[src/rtl/direction_controller_if.sv]
// direction_controller_if: measurement/commit inputs and heading
// outputs of the steering direction controller.
interface direction_controller_if;
  logic       sample;
  logic       esq;
  logic       dir;
  logic       commit;
  logic [1:0] direction;
  logic       turn_pending;
  logic [2:0] db_state;

  modport master (
    output sample, esq, dir, commit,
    input  direction, turn_pending, db_state
  );

  modport slave (
    input  sample, esq, dir, commit,
    output direction, turn_pending, db_state
  );
endinterface

[src/rtl/direction_controller.sv]
// direction_controller: debounced left/right steering, one turn per commit.
// Optional DIRECTION_REPEAT_EN: a held hand re-arms without release.
module direction_controller #(
  parameter int         FILTER_LEN = 4,
  parameter logic [1:0] INIT_DIR   = 2'b00
) (
  input logic                  clock,
  input logic                  reset,
  input logic                  clear,
  direction_controller_if.slave bus
);

  localparam int CW = $clog2(FILTER_LEN + 1);
  localparam logic [CW-1:0] LEN  = CW'(FILTER_LEN);
  localparam logic [CW-1:0] ONE  = CW'(1);
  localparam logic [CW-1:0] ZERO = '0;

  typedef enum logic [2:0] {
    IDLE     = 3'd0,
    CNT_L    = 3'd1,
    CNT_R    = 3'd2,
    ARM_L    = 3'd3,
    ARM_R    = 3'd4,
    WAIT_REL = 3'd5
  } state_t;

  state_t        state_q, state_d;
  logic [CW-1:0] cnt_q, cnt_d;
  logic [1:0]    dir_q, dir_d;

  logic          is_l, is_r, is_n;
  logic [CW-1:0] cnt_inc;
  logic          arm_now;
  state_t        first_l, first_r;

  // Classify the sample and compute the saturating counter step.
  always_comb begin
    is_l    = bus.sample & bus.esq & ~bus.dir;
    is_r    = bus.sample & ~bus.esq & bus.dir;
    is_n    = bus.sample & ~(is_l | is_r);
    cnt_inc = (cnt_q == LEN) ? cnt_q : cnt_q + ONE;
    arm_now = (cnt_inc == LEN);
    first_l = (LEN == ONE) ? ARM_L : CNT_L;
    first_r = (LEN == ONE) ? ARM_R : CNT_R;
  end

  // Next-state, counter and heading update.
  always_comb begin
    state_d = state_q;
    cnt_d   = cnt_q;
    dir_d   = dir_q;
    unique case (state_q)
      IDLE: begin
        if (is_l) begin
          state_d = first_l;
          cnt_d   = ONE;
        end else if (is_r) begin
          state_d = first_r;
          cnt_d   = ONE;
        end
      end
      CNT_L: begin
        if (is_l) begin
          cnt_d   = cnt_inc;
          state_d = arm_now ? ARM_L : CNT_L;
        end else if (is_r) begin
          state_d = first_r;
          cnt_d   = ONE;
        end else if (is_n) begin
          state_d = IDLE;
          cnt_d   = ZERO;
        end
      end
      CNT_R: begin
        if (is_r) begin
          cnt_d   = cnt_inc;
          state_d = arm_now ? ARM_R : CNT_R;
        end else if (is_l) begin
          state_d = first_l;
          cnt_d   = ONE;
        end else if (is_n) begin
          state_d = IDLE;
          cnt_d   = ZERO;
        end
      end
      ARM_L: begin
        if (bus.commit) begin
          dir_d = dir_q - 2'd1;
          cnt_d = ZERO;
`ifdef DIRECTION_REPEAT_EN
          state_d = CNT_L;
`else
          state_d = WAIT_REL;
`endif
        end
      end
      ARM_R: begin
        if (bus.commit) begin
          dir_d = dir_q + 2'd1;
          cnt_d = ZERO;
`ifdef DIRECTION_REPEAT_EN
          state_d = CNT_R;
`else
          state_d = WAIT_REL;
`endif
        end
      end
      WAIT_REL: begin
        if (is_n) begin
          state_d = IDLE;
          cnt_d   = ZERO;
        end
      end
      default: begin
        state_d = IDLE;
        cnt_d   = ZERO;
      end
    endcase
  end

  // State registers; reset outranks clear.
  always_ff @(posedge clock) begin
    if (!reset) begin
      state_q <= IDLE;
      cnt_q   <= ZERO;
      dir_q   <= INIT_DIR;
    end else if (clear) begin
      state_q <= IDLE;
      cnt_q   <= ZERO;
      dir_q   <= INIT_DIR;
    end else begin
      state_q <= state_d;
      cnt_q   <= cnt_d;
      dir_q   <= dir_d;
    end
  end

  // Registered outputs straight from state.
  always_comb begin
    bus.direction    = dir_q;
    bus.turn_pending = (state_q == ARM_L) ||
                       (state_q == ARM_R);
    bus.db_state     = state_q;
  end

endmodule
[src/flat_wrapper.sv]
// flat-port wrapper written by rule: the top's interface ports become plain ports
module direction_controller_flat 
#(
  parameter int         FILTER_LEN = 4,
  parameter logic [1:0] INIT_DIR   = 2'b00
)
  (clock, reset, clear, bus_sample, bus_esq, bus_dir, bus_commit, bus_direction, bus_turn_pending, bus_db_state);
  direction_controller_if bus_i ();
  input logic clock;
  input logic reset;
  input logic clear;
  input wire logic [$bits(bus_i.sample)-1:0] bus_sample;
  input wire logic [$bits(bus_i.esq)-1:0] bus_esq;
  input wire logic [$bits(bus_i.dir)-1:0] bus_dir;
  input wire logic [$bits(bus_i.commit)-1:0] bus_commit;
  output wire logic [$bits(bus_i.direction)-1:0] bus_direction;
  output wire logic [$bits(bus_i.turn_pending)-1:0] bus_turn_pending;
  output wire logic [$bits(bus_i.db_state)-1:0] bus_db_state;
  assign bus_i.sample = bus_sample;
  assign bus_i.esq = bus_esq;
  assign bus_i.dir = bus_dir;
  assign bus_i.commit = bus_commit;
  assign bus_direction = bus_i.direction;
  assign bus_turn_pending = bus_i.turn_pending;
  assign bus_db_state = bus_i.db_state;
  direction_controller #(.FILTER_LEN(FILTER_LEN), .INIT_DIR(INIT_DIR)) u_core (.clock(clock), .reset(reset), .clear(clear), .bus(bus_i));
endmodule
[config.mk]
export PLATFORM = sky130hd
export DESIGN_NAME = direction_controller_flat
export DESIGN_NICKNAME = d
export VERILOG_FILES = /design/src/rtl/direction_controller_if.sv /design/src/rtl/direction_controller.sv /design/src/flat_wrapper.sv
export SDC_FILE = /design/constraint.sdc
export NUM_CORES = 1
export LEC_CHECK = 0
export ABC_CLOCK_PERIOD_IN_PS = 2100
export CAP_MARGIN = 25
export CELL_PAD_IN_SITES_DETAIL_PLACEMENT = 0
export CELL_PAD_IN_SITES_GLOBAL_PLACEMENT = 1
export CORE_MARGIN = 2
export CORE_UTILIZATION = 36
export DETAILED_ROUTE_END_ITERATION = 8
export PLACE_DENSITY = 0.87
export REMOVE_ABC_BUFFERS = 1
export SLEW_MARGIN = 10
export SYNTH_ARGS = -nofsm -noshare
export SYNTH_HDL_FRONTEND = slang
export SYNTH_SLANG_ARGS = --single-unit
[constraint.sdc]
create_clock -name clock -period 2.1 [get_ports clock]
set_input_delay 0.525 -clock clock [delete_from_list [all_inputs] [get_ports clock]]
set_output_delay 0.525 -clock clock [all_outputs]
set_load 0.02 [all_outputs]
Word level (Yosys, flattened, before mapping)
Index checks and enable logic that the tools add are counted.
{ "word_totals": {"inputBits": 7, "regBits": 8} }
{ "classes": {"eq_ne": 11, "n_addsub": 3, "bitwise": 10, "mux": 24, "reduce_logical": 7} }
{ "op_table": {"columns": ["op", "n"], "rows": [
  ["$mux 3", 18],
  ["$pmux 3 s5", 2],
  ["$eq 3x3->1 const B", 4],
  ["$eq 3x2->1 const B", 2],
  ["$mux 2", 3],
  ["$and 1x1->1", 5],
  ["$ne 2x2->1 const B", 2],
  ["$not 1->1", 4],
  ["$pmux 2 s2", 1],
  ["$reduce_or 2->1", 2],
  ["$add 3x1->3 const B", 1],
  ["$eq 3x1->1 const B", 1],
  ["$logic_not 3->1", 1],
  ["$ne 3x1->1 const B", 1],
  ["$reduce_and 3->1", 1],
  ["$add 2x1->2 const B", 1],
  ["$ne 2x1->1 const B", 1],
  ["$reduce_and 2->1", 1],
  ["$reduce_bool 2->1", 1],
  ["$sub 2x1->2 const B", 1],
  ["$logic_or 1x1->1", 1],
  ["$or 1x1->1", 1]
]} }

Logic depth before layout (Yosys ltp)
{ "depth": {"depth_word": 10, "mapped_depth": 8} }

Least setup slack after synthesis
Ideal clock, no wire load.
{ "synth_timing": {"path_kind": "reg2reg", "startpoint": "register u_core.cnt_q[0]", "endpoint": "register u_core.state_q[1], in the netlist u_core.bus.db_state[1]", "stages_incl_launch_ff": 9, "arrival_ps": 1849, "required_ps": 2022, "setup_time_ps": 78, "slack_ps": 173, "cell_sequence": "dfxtp_1 > buf_4 > inv_1 > ha_1 > or3b_1 > a311oi_2 > mux2i_1 > a211oi_2 > nor3_1"} }
{ "synth_via": {"elab_chain_len": 6, "elab_cells_between_ends": 9, "classes_between": "add/sub: 1; eq/ne: 2; mux: 6"} }
{ "synth_rtl": {"columns": ["item", "line", "text"], "rows": [
  ["start, declared", "direction_controller.sv:28", "logic [CW-1:0] cnt_q, cnt_d;"],
  ["start signal, assigned", "direction_controller.sv:133", "cnt_q <= cnt_d;"],
  ["$add 3x1->3 / $eq 3x3->1 (equally long branches)", "direction_controller.sv:41", "cnt_inc = (cnt_q == LEN) ? cnt_q : cnt_q + ONE;"],
  ["$mux 3 (*)", "direction_controller.sv:41", null],
  ["$eq 3x3->1 (*)", "direction_controller.sv:42", "arm_now = (cnt_inc == LEN);"],
  ["$mux 3 / $mux 2 (equally long branches)", "direction_controller.sv:77, direction_controller.sv:65", null],
  ["$mux 3 (on tied branches)", "direction_controller.sv:75, direction_controller.sv:63", null],
  ["$pmux 3 s5 (*)", "direction_controller.sv:52", "unique case (state_q)"],
  ["end signal, assigned", "direction_controller.sv:132", "state_q <= state_d;"],
  ["end, declared", "direction_controller.sv:27", "state_t state_q, state_d;"]
]} }
Mark *: on every way between the ends. The rest lies on a longest branch, timed or not.
A chain may end at the register's enable or synchronous reset.

Worst setup path in the final report
Same ends and word-level chain as after synthesis.

==> run_results.csv <==
group,metric,value,unit
worst_setup_path,critical_path_class,"register to register",
timing,finalWorstSetupSlack,119,ps
yosys,synthesis.area,706,µm²
worst_setup_path,critical_path.top_delay_family,"simple AND/OR/NAND/NOR gates",
routing,dr_total_vias,761,
worst_setup_path,required,2280,ps
placed_design,place_area,915,µm²
global_routing,grt_pass1_wl,2.58,mm
floorplanning,num_rows,16,
hold_path,hold_class,"register to register",
cells_and_area,drive_gt1_share,14.5,%
yosys,synthCells,97,
worst_setup_path,path_cells,"inv_1, ha_1, or3b_1, a311oi_2, mux2i_1, a211oi_2, nor3_1",
power_and_ir_drop,p_comb_share,38.6,%
floorplanning,dieArea,0.00233,mm²
cells_and_area,diodes,0,
yosys,yosys_warnings,0,
worst_setup_path,critPathMaxStageDelay,400,ps
worst_setup_path,path_max_fanout,5,
power_and_ir_drop,pwr-share-clk,25.9,%
clock_network,clk_pin_slew_worst_paths,60,ps
placed_design,dp_cells,141,
global_routing,grt_max_degree,13,
run,max_cap_violations,0,
status,status,"complete, no violations",
global_routing,grt_pass1_vias,585,
timing,worst_slew_pin_slew,546,ps
clock_network,clock-sinks,8,
floorplanning,die_y,48.3,µm
placed_design,dp_hpwl,1.36,mm
floorplanning,core,0.00190,mm²
routing,wl_per_cell,12.3,µm
clock_network,cts_buffers,3,
timing,rsz0062_at_grt,"false",
worst_setup_path,worst-path-buf-inv,1,
clock_network,clock_latency,260,ps
routing,postRouteAntennaNets,0,
timing,drv_slew,0,
power_and_ir_drop,switchingPower,0.154,mW
floorplanning,start_util,37.1,%
power_and_ir_drop,report.power.total,0.466,mW
timing,setup_viol,0,
cells_and_area,final_cells,144,
clock_network,cts_max_level,1,
placed_design,gp_congestion,0.894,
timing,layout_min_cycle_time,1980,ps
global_routing,grt.overflow.total,0,
yosys,seq_area_frac_synth,22.7,%
yosys,synth.distinct_cells,35,
clock_network,clockBufferDepth,2,
yosys,avgSynthCellArea,7.28,µm²
cells_and_area,fin_nets,128,
clock_network,cts_tree,"done",
worst_setup_path,cp_slowest_cell,"or3b_1",
power_and_ir_drop,cell_internal_pwr,0.312,mW
timing,hold_viol,0,
floorplanning,io_pins,13,
timing,fmax,505,MHz
routing,detail_route.drc_violations,0,
placed_design,port_buffers,12,
power_and_ir_drop,power.density,497,mW/mm²
global_routing,antenna_found_initial,0,
worst_setup_path,startpoint_type,"register",
worst_setup_path,cp-end-kind,"register",
placed_design,pre_cts_slack,-45.6,ps
power_and_ir_drop,swShare,33.0,%
cells_and_area,area_delta_synth_final,32.8,%
worst_setup_path,arrival,2160,ps
cells_and_area,final_cell_mix,"11 x nand2_1, 11 x clkdlybuf4s50_1, 11 x buf_4",
power_and_ir_drop,peakVddDrop,0.000476,V
routing,drtIter0Drc,21,
power_and_ir_drop,p_seq_share,35.5,%
clock_network,cts-root-buf,"clkbuf_4",
cells_and_area,postLayoutCellArea,937,µm²
routing,routed_via_density,5.28,
cells_and_area,fillers,196,
yosys,ys_ff_latch,8,
floorplanning,die_w,48.3,µm
timing,timing.final.crit_share,94.3,%
timing,clock_skew,6.10,ps
timing,slew-limit-headroom,63.3,%
power_and_ir_drop,p_leak,0.341,nW
cells_and_area,fin_util,49.3,%
global_routing,grt_usage,16.3,%
routing,dr.pass1.iters,4,
routing,routed_wirelength,1.78,mm
worst register-to-register path: cells and delay by family, from the launching register on:
| family | cells | cell delay [ps] |
|---|---|---|
| AND/OR/NAND/NOR | 2 | 530 |
| AO/OA/AOI/OAI | 2 | 480 |
| buffers and inverters | 1 | 50 |
| multiplexers | 1 | 270 |
| adder cells (fa/ha/maj) | 1 | 230 |
| flip-flops | 1 | 350 |
kinds of logic (layout without fill, tap and decap cells):
family          after synthesis  count (layout)  synth area share (%)
fa+ha+maj                     2               2                  3.55
flops                         8               8                  22.7
simple gates                 36              36                  25.4
buf+inv                      10              30                  6.03
mux                           2               2                  2.84
xor+xnor                      4               4                  4.97
compound gates               35              35                  34.6
Yosys cell counts:
cell type  count  area share [%]
nand2_1       11             5.9
xor2_1         3             3.7
o21ai_1        4             2.8
a32o_1         1             1.4
o21a_1         1             1.1
a2bb2oi_1      1             1.2
a311oi_2       1             2.1
inv_1          4             2.1
buf_4          1             1.1
a211oi_2       1             1.8
o32a_1         2             2.8
nand3b_1       1             1.1
a221oi_1       1             1.2
nand4_1        1            0.89
a21oi_1        9             6.4
ha_1           2             3.5
dfxtp_1        8              23
nor2b_1        5             4.4
nor3b_1        1             1.1
or3b_1         1             1.2
and3_1         1            0.89
o21ai_0        3             2.1
o22ai_1        2             1.8
o31ai_1        2             2.1
nor3_1         3             2.1
a31oi_1        1            0.89
a211o_1        1             1.2
nor2_1         8             4.3
o22a_1         1             1.2
nand2b_1       4             3.5
buf_2          1            0.71
mux2i_1        2             2.8
xnor2_1        1             1.2
clkbuf_1       4             2.1
a211oi_1       4             4.3
per-stage QoR:
| stage | TNS, ps | hold WS, ps |
|---|---|---|
| 2_1_floorplan | 0 | 464 |
| 3_3_place_gp | 0 | 495 |
| 3_5_place_dp | -88.6 | 497 |
| 4_1_cts | 0 | 505 |
| 5_1_grt | 0 | 551 |
| 6_report | 0 | 498 |
power by group through the flow:
stage | Clock [mW] | Combinational, mW | Sequential, mW
CTS | 0.127 | 0.179 | 0.165
finish | 0.121 | 0.180 | 0.165
detailed placement | 0 | 0.179 | 0.168
global placement | 0 | 0.177 | 0.168
floorplan | 0 | 0.0884 | 0.183
global route | 0.139 | 0.196 | 0.166
worst paths after layout:
kind | from | slack (ps) | cells after the start | endpoint
worst max-delay path | u_core.cnt_q[0] | 120 | 7 | u_core.bus.db_state[1]
worst min register to register | u_core.cnt_q[1] | 500 | 2 | u_core.cnt_q[1]
worst min-delay path | u_core.cnt_q[1] | 500 | 2 | u_core.cnt_q[1]
worst max register to register | u_core.cnt_q[0] | 120 | 7 | u_core.bus.db_state[1]
state kept, by name, summed over array words and instances, names as in the netlist:
signal / cells
u_core.cnt_q: 3
u_core.bus.direction: 2
u_core.bus.db_state: 3
cell type report:
| type | instances | area [µm²] | share of cell area (%) |
|---|---|---|---|
| flip-flops and latches | 8 | 161 | 17.2 |
| repair buffers | 23 | 201 | 21.5 |
| well taps | 27 | 33.8 | 3.60 |
| clock buffers | 3 | 22.5 | 2.40 |
| multi-input cells | 79 | 503 | 53.7 |
| inverters | 4 | 15.0 | 1.60 |
timing repair:
item | 4_1_cts | 5_1_grt
pin swaps | 0 | 2
endpoints found under the setup margin | 1 | 1
hold buffers | 0 | 0
gates resized for setup | 1 | 1
buffers inserted | 0 | 0
hold endpoints to repair | 0 | 0
layer usage:
| metal | wire, µm | vias up | global-route usage [%] |
|---|---|---|---|
| li1 | - | 400 | - |
| met1 | 861 | 336 | 23.5 |
| met2 | 810 | 25 | 22.6 |
| met3 | 104 | 0 | 8.15 |
| met4 | 0 | 0 | 1.08 |
| met5 | 0 | - | 0 |
(Power assumes the default switching activity.)
